===== src/rtl/addertest_solver.sv =====
// Recovers operand b from sum = NUM_A*a + NUM_B*b (mod 2^WIDTH) given a.
// The solver subtracts a NUM_A times, then peels b one bit per cycle from the LSB up.
module addertest_solver #(
    parameter int WIDTH = 32,
    parameter int NUM_A = 6,
    parameter int NUM_B = 5
) (
    input  logic             clk,
    input  logic             rst,
    input  logic             in_valid,
    output logic             in_ready,
    input  logic [WIDTH-1:0] in_a,
    input  logic [WIDTH-1:0] in_sum,
    output logic             out_valid,
    input  logic             out_ready,
    output logic [WIDTH-1:0] out_a,
    output logic [WIDTH-1:0] out_b,
    output logic             busy
);

    localparam int CNT_MAX = (WIDTH > NUM_A) ? WIDTH : NUM_A;
    localparam int CW      = $clog2(CNT_MAX) + 1;
    localparam int IW      = (WIDTH > 1) ? $clog2(WIDTH) : 1;

    localparam logic [CW-1:0]    UNWIND_LAST = CW'(NUM_A - 1);
    localparam logic [CW-1:0]    SOLVE_LAST  = CW'(WIDTH - 1);
    localparam logic [WIDTH-1:0] NUM_B_W     = WIDTH'(NUM_B);

    // An even multiplier has no inverse mod 2^WIDTH, so b would not be unique.
    if ((NUM_B % 2) == 0) begin : g_num_b_even
        $error("addertest_solver: NUM_B must be odd");
    end
    if (NUM_A < 1 || NUM_A > 15) begin : g_num_a_range
        $error("addertest_solver: NUM_A must be in 1..15");
    end

    typedef enum logic [1:0] {
        IDLE   = 2'd0,
        UNWIND = 2'd1,
        SOLVE  = 2'd2,
        DONE   = 2'd3
    } state_t;

    state_t            state;
    state_t            state_next;
    logic [WIDTH-1:0]  a_q;
    logic [WIDTH-1:0]  b_q;
    logic [WIDTH-1:0]  r_q;
    logic [CW-1:0]     cnt;
    logic [IW-1:0]     bit_idx;

    assign bit_idx   = cnt[IW-1:0];
    assign in_ready  = (state == IDLE);
    assign busy      = (state != IDLE);
    assign out_valid = (state == DONE);
    assign out_a     = a_q;
    assign out_b     = b_q;

    always_ff @(posedge clk or posedge rst) begin
        if (rst) begin
            state <= IDLE;
        end else begin
            state <= state_next;
        end
    end

    always_comb begin
        state_next = state;
        case (state)
            IDLE:    if (in_valid)            state_next = UNWIND;
            UNWIND:  if (cnt == UNWIND_LAST)  state_next = SOLVE;
            SOLVE:   if (cnt == SOLVE_LAST)   state_next = DONE;
            DONE:    if (out_ready)           state_next = IDLE;
            default:                          state_next = IDLE;
        endcase
    end

    always_ff @(posedge clk or posedge rst) begin
        if (rst) begin
            a_q <= '0;
            b_q <= '0;
            r_q <= '0;
            cnt <= '0;
        end else begin
            case (state)
                IDLE: begin
                    if (in_valid) begin
                        a_q <= in_a;
                        r_q <= in_sum;
                        b_q <= '0;
                        cnt <= '0;
                    end
                end
                UNWIND: begin
                    r_q <= r_q - a_q;
                    cnt <= (cnt == UNWIND_LAST) ? '0 : cnt + 1'b1;
                end
                SOLVE: begin
                    // Lower residue bits are already clear, so bit i decides b[i] alone.
                    if (r_q[bit_idx]) begin
                        b_q[bit_idx] <= 1'b1;
                        r_q          <= r_q - (NUM_B_W << bit_idx);
                    end else begin
                        b_q[bit_idx] <= 1'b0;
                    end
                    cnt <= cnt + 1'b1;
                end
                DONE: begin
                    assert (r_q == '0);
                end
                default: ;
            endcase
        end
    end

endmodule


===== config.mk =====
export PLATFORM = sky130hd
export DESIGN_NAME = addertest_solver
export DESIGN_NICKNAME = d
export VERILOG_FILES = /design/src/rtl/addertest_solver.sv
export SDC_FILE = /design/constraint.sdc
export NUM_CORES = 1
export LEC_CHECK = 0
export CORE_MARGIN = 4
export CORE_UTILIZATION = 47
export DETAILED_ROUTE_END_ITERATION = 8
export PLACE_DENSITY = 0.73
export SYNTH_ARGS = -nofsm -noshare
export SYNTH_HDL_FRONTEND = slang
export SYNTH_SLANG_ARGS = --single-unit

===== constraint.sdc =====
create_clock -name clk -period 12.5 [get_ports clk]
set_input_delay 1.25 -clock clk [delete_from_list [all_inputs] [get_ports clk]]
set_output_delay 1.25 -clock clk [all_outputs]
set_load 0.05 [all_outputs]

-- After elaboration in Yosys (flattened, before gate mapping)
Index checks and enable logic that the tools add are counted.
- reductions and logical operators: 10
- shifts and indexed selects: 1
- add/sub/neg operators: 3
- equal/unequal tests: 10
- bitwise operators: 3
- order comparisons: 2
- mux-type cells: 18
- operators with widths (kind ; count):
    two-way mux 32 bit ; 4
    case mux 32 bit (3 select lines) ; 1
    case mux 32 bit (2 select lines) ; 1
    subtractor 32 bit ; 2
    AND 32 bit ; 1
    NOT 32 bit ; 1
    OR 32 bit ; 1
    left shift 3 x 5 -> 32 bit, first input constant ; 1
    case mux 6 bit (3 select lines) ; 1
    two-way mux 6 bit ; 2
    two-way mux 2 bit ; 4
    != test 2 bit, second input constant ; 4
    case mux 2 bit (4 select lines) ; 1
    adder 6 x 1 -> 6 bit, second input constant ; 1
    equality test 6 x 3 -> 1 bit, second input constant ; 1
    equality test 6 x 5 -> 1 bit, second input constant ; 1
    < comparator 5 x 6 -> 1 bit, second input constant ; 1
    AND reduction 2 bit ; 3
    binary-select mux 1 bit (select 5 bit) ; 1
    demux 1 bit (select 5 bit) ; 1
    greater-or-equal comparator 5 x 1 -> 1 bit, second input constant ; 1
    equality test 2 bit, second input constant ; 2
    AND reduction 4 bit ; 1
    nonzero test 2 bit ; 2
    other kinds (7) ; 8
- register bits after elaboration: 104

-- Longest topological paths before layout
Gate-level depths: netlist of run 1.
- depth in word-level cells: 8
- mapped depth: 20

-- Worst setup path before layout of run 1
Ideal clock, no wire load.
- kind: register -> register
- start point: register state[0]
- end point: register r_q[16]
- path buffers: 3
- cell stages (with the launch flop): 21
- library setup time: 119 ps
- data arrival time: 3939 ps
- path slack: 8442 ps
- data required time: 12381 ps
- path through: dfrtp_1 inv_1 ha_1 clkbuf_1 clkbuf_1 clkbuf_1 nand3_1 o21ai_0 ha_1 inv_1 fa_1 a21o_1 a21oi_1 o21ai_1 a31oi_1 o221ai_1 a21boi_1 xor2_1 nor2_1 a211o_1 o21a_1
- longest elaborated chain between the ends: 3
- elaborated cells on any way between the ends: 8
- those cells by class: eq/ne (4); mux (1); reduce/logical (3)
- ends and longest elaborated chain (what ; line ; source):
    start: declaration ; 44 ; state_t state;
    start signal: assignment ; 63 ; state <= state_next;
    equality test 2 bit, or another cell as far along ; 85 ; case (state)
    != test 2 bit (no source line) / nonzero test 3 bit (equally long branches) ; n/a ;
    AND reduction 3 bit (no source line) ; n/a ;
    end signal: assignment ; 89 ; r_q <= in_sum;
    end signal: assignment ; 95 ; r_q <= r_q - a_q;
    end signal: assignment ; 102 ; r_q <= r_q - (NUM_B_W << bit_idx);
    end: declaration ; 48 ; logic [WIDTH-1:0] r_q;
Several ways; a longest one is shown, not always the timed one.
A chain may end at the register's enable or synchronous reset.

-- Worst setup path in the final report of run 1
Same ends and word-level chain as after synthesis.

==> metrics, run 1 <==
starting density of the core 48.52%; met2 wire len 9.810 mm; initial detailed-routing violation count 600; vias in the first global route 6,335; r2r setup slk 7.67 ns; number of synthesized flops with an enable pin 0; DIE HEIGHT 131.2 um; cts repair resizes 0; pre-CTS setup slack 7.784 ns; CP top delay family compound AO/OA/AOI/OAI gates; clock skew 0.008439 ns; Min-Delay Endpoint out_b[2]; initial antenna violation count 0; R2R depth 16; worst-skew pair later-pin latency 0.36 ns; Slew HR 20.96%; clk slew on worst S/H paths 0.07 ns; RD Place Congestion 0.9434; Die W 131.2 um; flops & latches, synth 104; min Tclk post-route 4.827 ns; total CTS buffers 9; synth-to-layout area growth 23.39%; Post-Synthesis Net Count 928; Hold Path Cell Cnt 2; top layer reached by signal wires met4; die area 17,210 um^2; Synth top area share 36.49%; layout cells sized above 1 7.935%; I/O Buffers 134; yosys warns 0; total wire length 21.34 mm; critical path type register to register; DR WL/cell 19.33 um; Final ANT Viol Nets 0; crit start category register; critical path's slowest cell nor2b_1; CTS tree built; fill count 1,308; clk root buf clkbuf_16; clk buf depth 2; Seq/Total Area, Yosys 36.49%; final setup fails 0; vias 6,514; global-route wire length before repair 34.62 mm; crit path buf inv count 2; grt ovf 0; DP Cell Count 1,089; 1st-pass router iterations 5; Stages on worst setup path 16; Mean Syn Cell Area 8.719 um^2; Setup Buffers After CTS 0; DR DRC count 0; Top FF cell, synth dfrtp_1; Post-synth top cells dfrtp_1, a21oi_1, nand2_1; Min-Delay Path Class register to register; hold path start out_b[2]; IO Pins 135; maximum net fanout on the critical path 48; synth unique cells 59; fin nets 1,026; Crit path largest cell delay 0.64 ns; synthesized area 7132 um^2; n_diodes 0; fmax 207.2 MHz; # Max-Cap Violations 0; status completed; RSZ-0062 raised after global routing no; Critical Path RT 12.75 ns; Critical Path End Type register; CTS Sinks 104; final worst setup slack 7.673 ns; DP HPWL 15.97 mm; row cnt 44; Final Hold Viols 0; CP arrival 5.08 ns; Worst-Margin Slew 1.179 ns; CORE AREA 14,700 um^2; metal3 WL 1.460 mm; Total Neg Setup Slack 0 ns; GRT Total Usage 24.60%; CTS Hold Bufs 0; Most common cell on crit path a21oi_1; Final Max Slew Viols 0; Critical R2R Launch state[0]; Synth async-reset ratio 100.0%; Synth Instances 818; synth top area cells dfrtp_1, ha_1, a21oi_1, mux2_2, o21ai_0; critical path cell sequence inv_1 > ha_2 > buf_4 > nor2b_1 > a21oi_1 > ha_1 > a21o_1 > a21oi_1 > o21ai_1 > a31oi_1 > o221ai_1 > a21boi_1 > xor2_1 > nor2_1 > a211o_1 > o21a_1; most common cell in the netlist dfrtp_1; Final Non-Filler Cells 1,104; Final Cycle Share 38.62%; Metal-1 WL 9.762 mm; H-tree levels 3; Synth area leader dfrtp_1; largest net degree at the start of global routing 62; capturing point of the worst reg2reg path r_q[16]; vias per inst 5.900
-- worst reg2reg max path: cells and delay by family (launching register included) --
family          cells  cell delay, ns
compound gates      9            1.96
fa+ha+maj           2            0.82
flops               1            0.40
buf+inv             2            0.64
simple gates        2            0.72
xor+xnor            1            0.17
-- layout make-up --
cell class                      count  area (um^2)  area share (%)
Multi-Input combinational cell    627         4184           47.55
Sequential cell                   104         2603           29.57
Timing Repair Buffer              138         1371           15.58
Clock buffer                       10        239.0           2.716
Tap cell                          184        230.2           2.616
Inverter                           36        140.1           1.592
Clock inverter                      5        32.53          0.3697
-- cells in the final DEF, fill, tap and decap left out, types with 5 or more instances in the layout --
cell and instances:
a21o_1 9, a21oi_1 95, a31oi_1 17, and2_1 5, and3_1 5, clkbuf_16 9
clkdlybuf4s50_1 134, dfrtp_1 104, ha_1 40, inv_1 33, mux2_2 35, mux2i_1 21
mux4_2 8, nand2_1 84, nand2b_1 7, nand3_1 20, nand4_1 6, nor2_1 37
nor2b_1 38, nor3_1 7, o21a_1 5, o21ai_0 75, o21ai_1 28, o22ai_1 9
xnor2_1 14, xor2_1 12
-- logic make-up after synthesis --
logic type	share of synthesized area, %
AO/OA/AOI/OAI	22.21
AND/OR/NAND/NOR	14.70
buffers and inverters	4.930
adder cells (fa/ha/maj)	7.474
XOR/XNOR	3.193
multiplexers	11.00
flip-flops	36.49
-- sequential cells by signal, summed over array words and instances, names as in the netlist --
signal	flops
cnt	6
out_a	32
out_b	32
r_q	32
state	2
-- per-stage QoR --
stage                     hold slack [ns]  instance area (um^2)  util [%]
after global placement             0.4919                  8528     58.02
final                              0.5102                  8800     59.87
after floorplan                    0.4725                  7132         -
after CTS                          0.5116                  8800     59.87
after global routing               0.5422                  8800     59.87
after detailed placement           0.4955                  8528     58.02
-- how the worst max path moves through the flow --
stage          startpoint  endpoint  slack (ns)
4_1_cts            cnt[3]   r_q[29]        7.76
5_1_grt          state[0]   r_q[30]        7.32
3_5_place_dp     state[0]   r_q[16]        7.78
3_3_place_gp     state[0]   r_q[29]        7.82
2_1_floorplan    state[0]   r_q[16]        8.44
6_report         state[0]   r_q[16]        7.67
-- per-layer routing --
metal	track usage, %	vias to the layer above
met5	0	-
met4	5.776	0
met3	4.817	22
met2	39.00	267
met1	35.11	3107
li1	-	3118
Power of run 1 is not shown: default switching activity piles up to over one toggle a cycle in this logic, so the estimate is an artifact.
==> inputs of run 2 (changes only) <==
Clock period 12.5 ns to 4.5 ns, I/O delays scaled along.
==> run 2 against run 1 <==
Via count rose by 1.6%. Core utilization rose by 1.8 points. Highest routed layer unchanged. Flip-flop and latch count did not move.
==> metrics, run 2 (synthesized netlist as in run 1, its figures left out) <==
Final Non-Filler Cells 1,131 (+2.4%); DP Cell Count 1,115 (+2.4%); IO Pins 135 (unchanged); min Tclk post-route 4.222 ns (-0.6053 ns); clk slew on worst S/H paths 0.08 ns (about the same); Register Area 2603 um^2 (unchanged); final setup fails 0 (unchanged); total wire length 21.80 mm (+2.1%); die area 17,210 um^2 (unchanged); I/O Buffers 134 (unchanged); Final Max Slew Viols 0 (unchanged); n_diodes 0 (unchanged); initial detailed-routing violation count 650 (+8.3%); DIE HEIGHT 131.2 um (unchanged); 1st-pass router iterations 5 (unchanged); Final Hold Viols 0 (unchanged); largest net degree at the start of global routing 53 (-15%); row cnt 44 (unchanged); Final Cycle Share 93.82% (+55 points); H-tree levels 3 (unchanged); Critical Path End Type register; DP HPWL 16.44 mm (+2.9%); status completed; Total Neg Setup Slack 0 ns (unchanged); crit start category register; most frequent cells in the layout clkdlybuf4s50_1, dfrtp_1, a21oi_1, nand2_1, o21ai_0; initial antenna violation count 0 (unchanged); Min-Delay Path Class input port to async pin; CP arrival 4.48 ns (-0.60 ns); Slew HR 18.29% (-2.7 points); total CTS buffers 9 (unchanged); fin nets 1,052 (+2.5%); GRT Total Usage 25.22% (+0.62 points); vias in the first global route 6,410 (+1.2%); RSZ-0062 raised after global routing no; CTS tree built; grt ovf 0 (unchanged); global-route wire length before repair 35.24 mm (+1.8%); vias 6,620 (+1.6%); DR WL/cell 19.27 um (-0.29%); RD Place Congestion 0.9500 (+0.70%); clock skew 0.006793 ns (-0.001646 ns); DR DRC count 0 (unchanged); fill count 1,297 (-0.84%); starting density of the core 48.52% (unchanged); CTS Sinks 104 (unchanged); critical path type register to register; worst-skew pair later-pin latency 0.37 ns (about the same); clk root buf clkbuf_16; most common cell after layout, fill and taps aside clkdlybuf4s50_1; vias per inst 5.853 (-0.80%); Die W 131.2 um (unchanged); CORE AREA 14,700 um^2 (unchanged); maximum net fanout on the critical path 8 (-83%); fmax 236.9 MHz (+14%); Final ANT Viol Nets 0 (unchanged); # Max-Cap Violations 0 (unchanged); Worst-Margin Slew 1.219 ns (+0.03991 ns); Setup Buffers After CTS 0 (unchanged); clk buf depth 2 (unchanged); layout cells sized above 1 10.67% (+2.7 points); synth-to-layout area growth 27.05%; Critical Path RT 4.76 ns (-7.99 ns); multi-input logic area 4203 um^2 (+0.45%)
==> run 2: worst paths after layout <==
kind	startpoint	slack, ns	depth (start not counted)	end
max	cnt[1]	0.28	17	r_q[29]
min	rst	0.31	2	out_b[1]
min reg2reg	out_b[2]	0.51	2	out_b[2]
max in group asynchronous	rst	3.32	3	r_q[30]
max reg2reg	cnt[1]	0.28	17	r_q[29]
min in group clk	out_b[2]	0.51	2	out_b[2]
==> run 2: final cells by class <==
cell class | instances | area share (%)
Multi-Input combinational cell | 627 | 46.38
Sequential cell | 104 | 28.72
Timing Repair Buffer | 164 | 17.29
Tap cell | 184 | 2.541
Clock buffer | 10 | 2.527
Inverter | 36 | 1.547
Clock inverter | 6 | 0.9942
==> run 2: what timing repair did <==
action                                  in CTS  in global routing
endpoints found under the setup margin       0                  5
hold buffers                                 0                  0
gates resized for setup                      0                  3
==> run 2: routing by layer <==
metal | track usage (%) | share of wire (%)
met1 | 35.10 | 45
met2 | 40.12 | 46
met3 | 6.193 | 7.0
met4 | 5.776 | 1.6
met5 | 0 | 0
==> run 2: per-stage QoR <==
| step | cell area (um^2) | setup WS, ns | hold WS [ns] | util (%) |
|---|---|---|---|---|
| after floorplan | 7132 | 0.4422 | 0.4725 | - |
| after global placement | 8723 | 0.4148 | 0.4883 | 59.35 |
| after detailed placement | 8723 | 0.2835 | 0.4920 | 59.35 |
| after CTS | 9042 | 0.2494 | 0.3100 | 61.52 |
| after global routing | 9061 | 0.006908 | 0.3161 | 61.64 |
| final | 9061 | 0.2781 | 0.3095 | 61.64 |
==> run 2: critical path, cell delays in order, from the launching register on <==
cell and delay (ns):
dfrtp_1 0.42, inv_1 0.09, ha_1 0.31, nor2b_2 0.31
nand2_1 0.13, nand3_1 0.10, o21ai_0 0.16, ha_1 0.41
a21oi_1 0.29, or3b_1 0.40, a21oi_1 0.12, a21bo_2 0.27
o21ai_1 0.26, a21oi_1 0.14, o21bai_1 0.18, nand3_1 0.10
a311o_1 0.31, o21a_1 0.10
Power of run 2 is left out for the same reason.
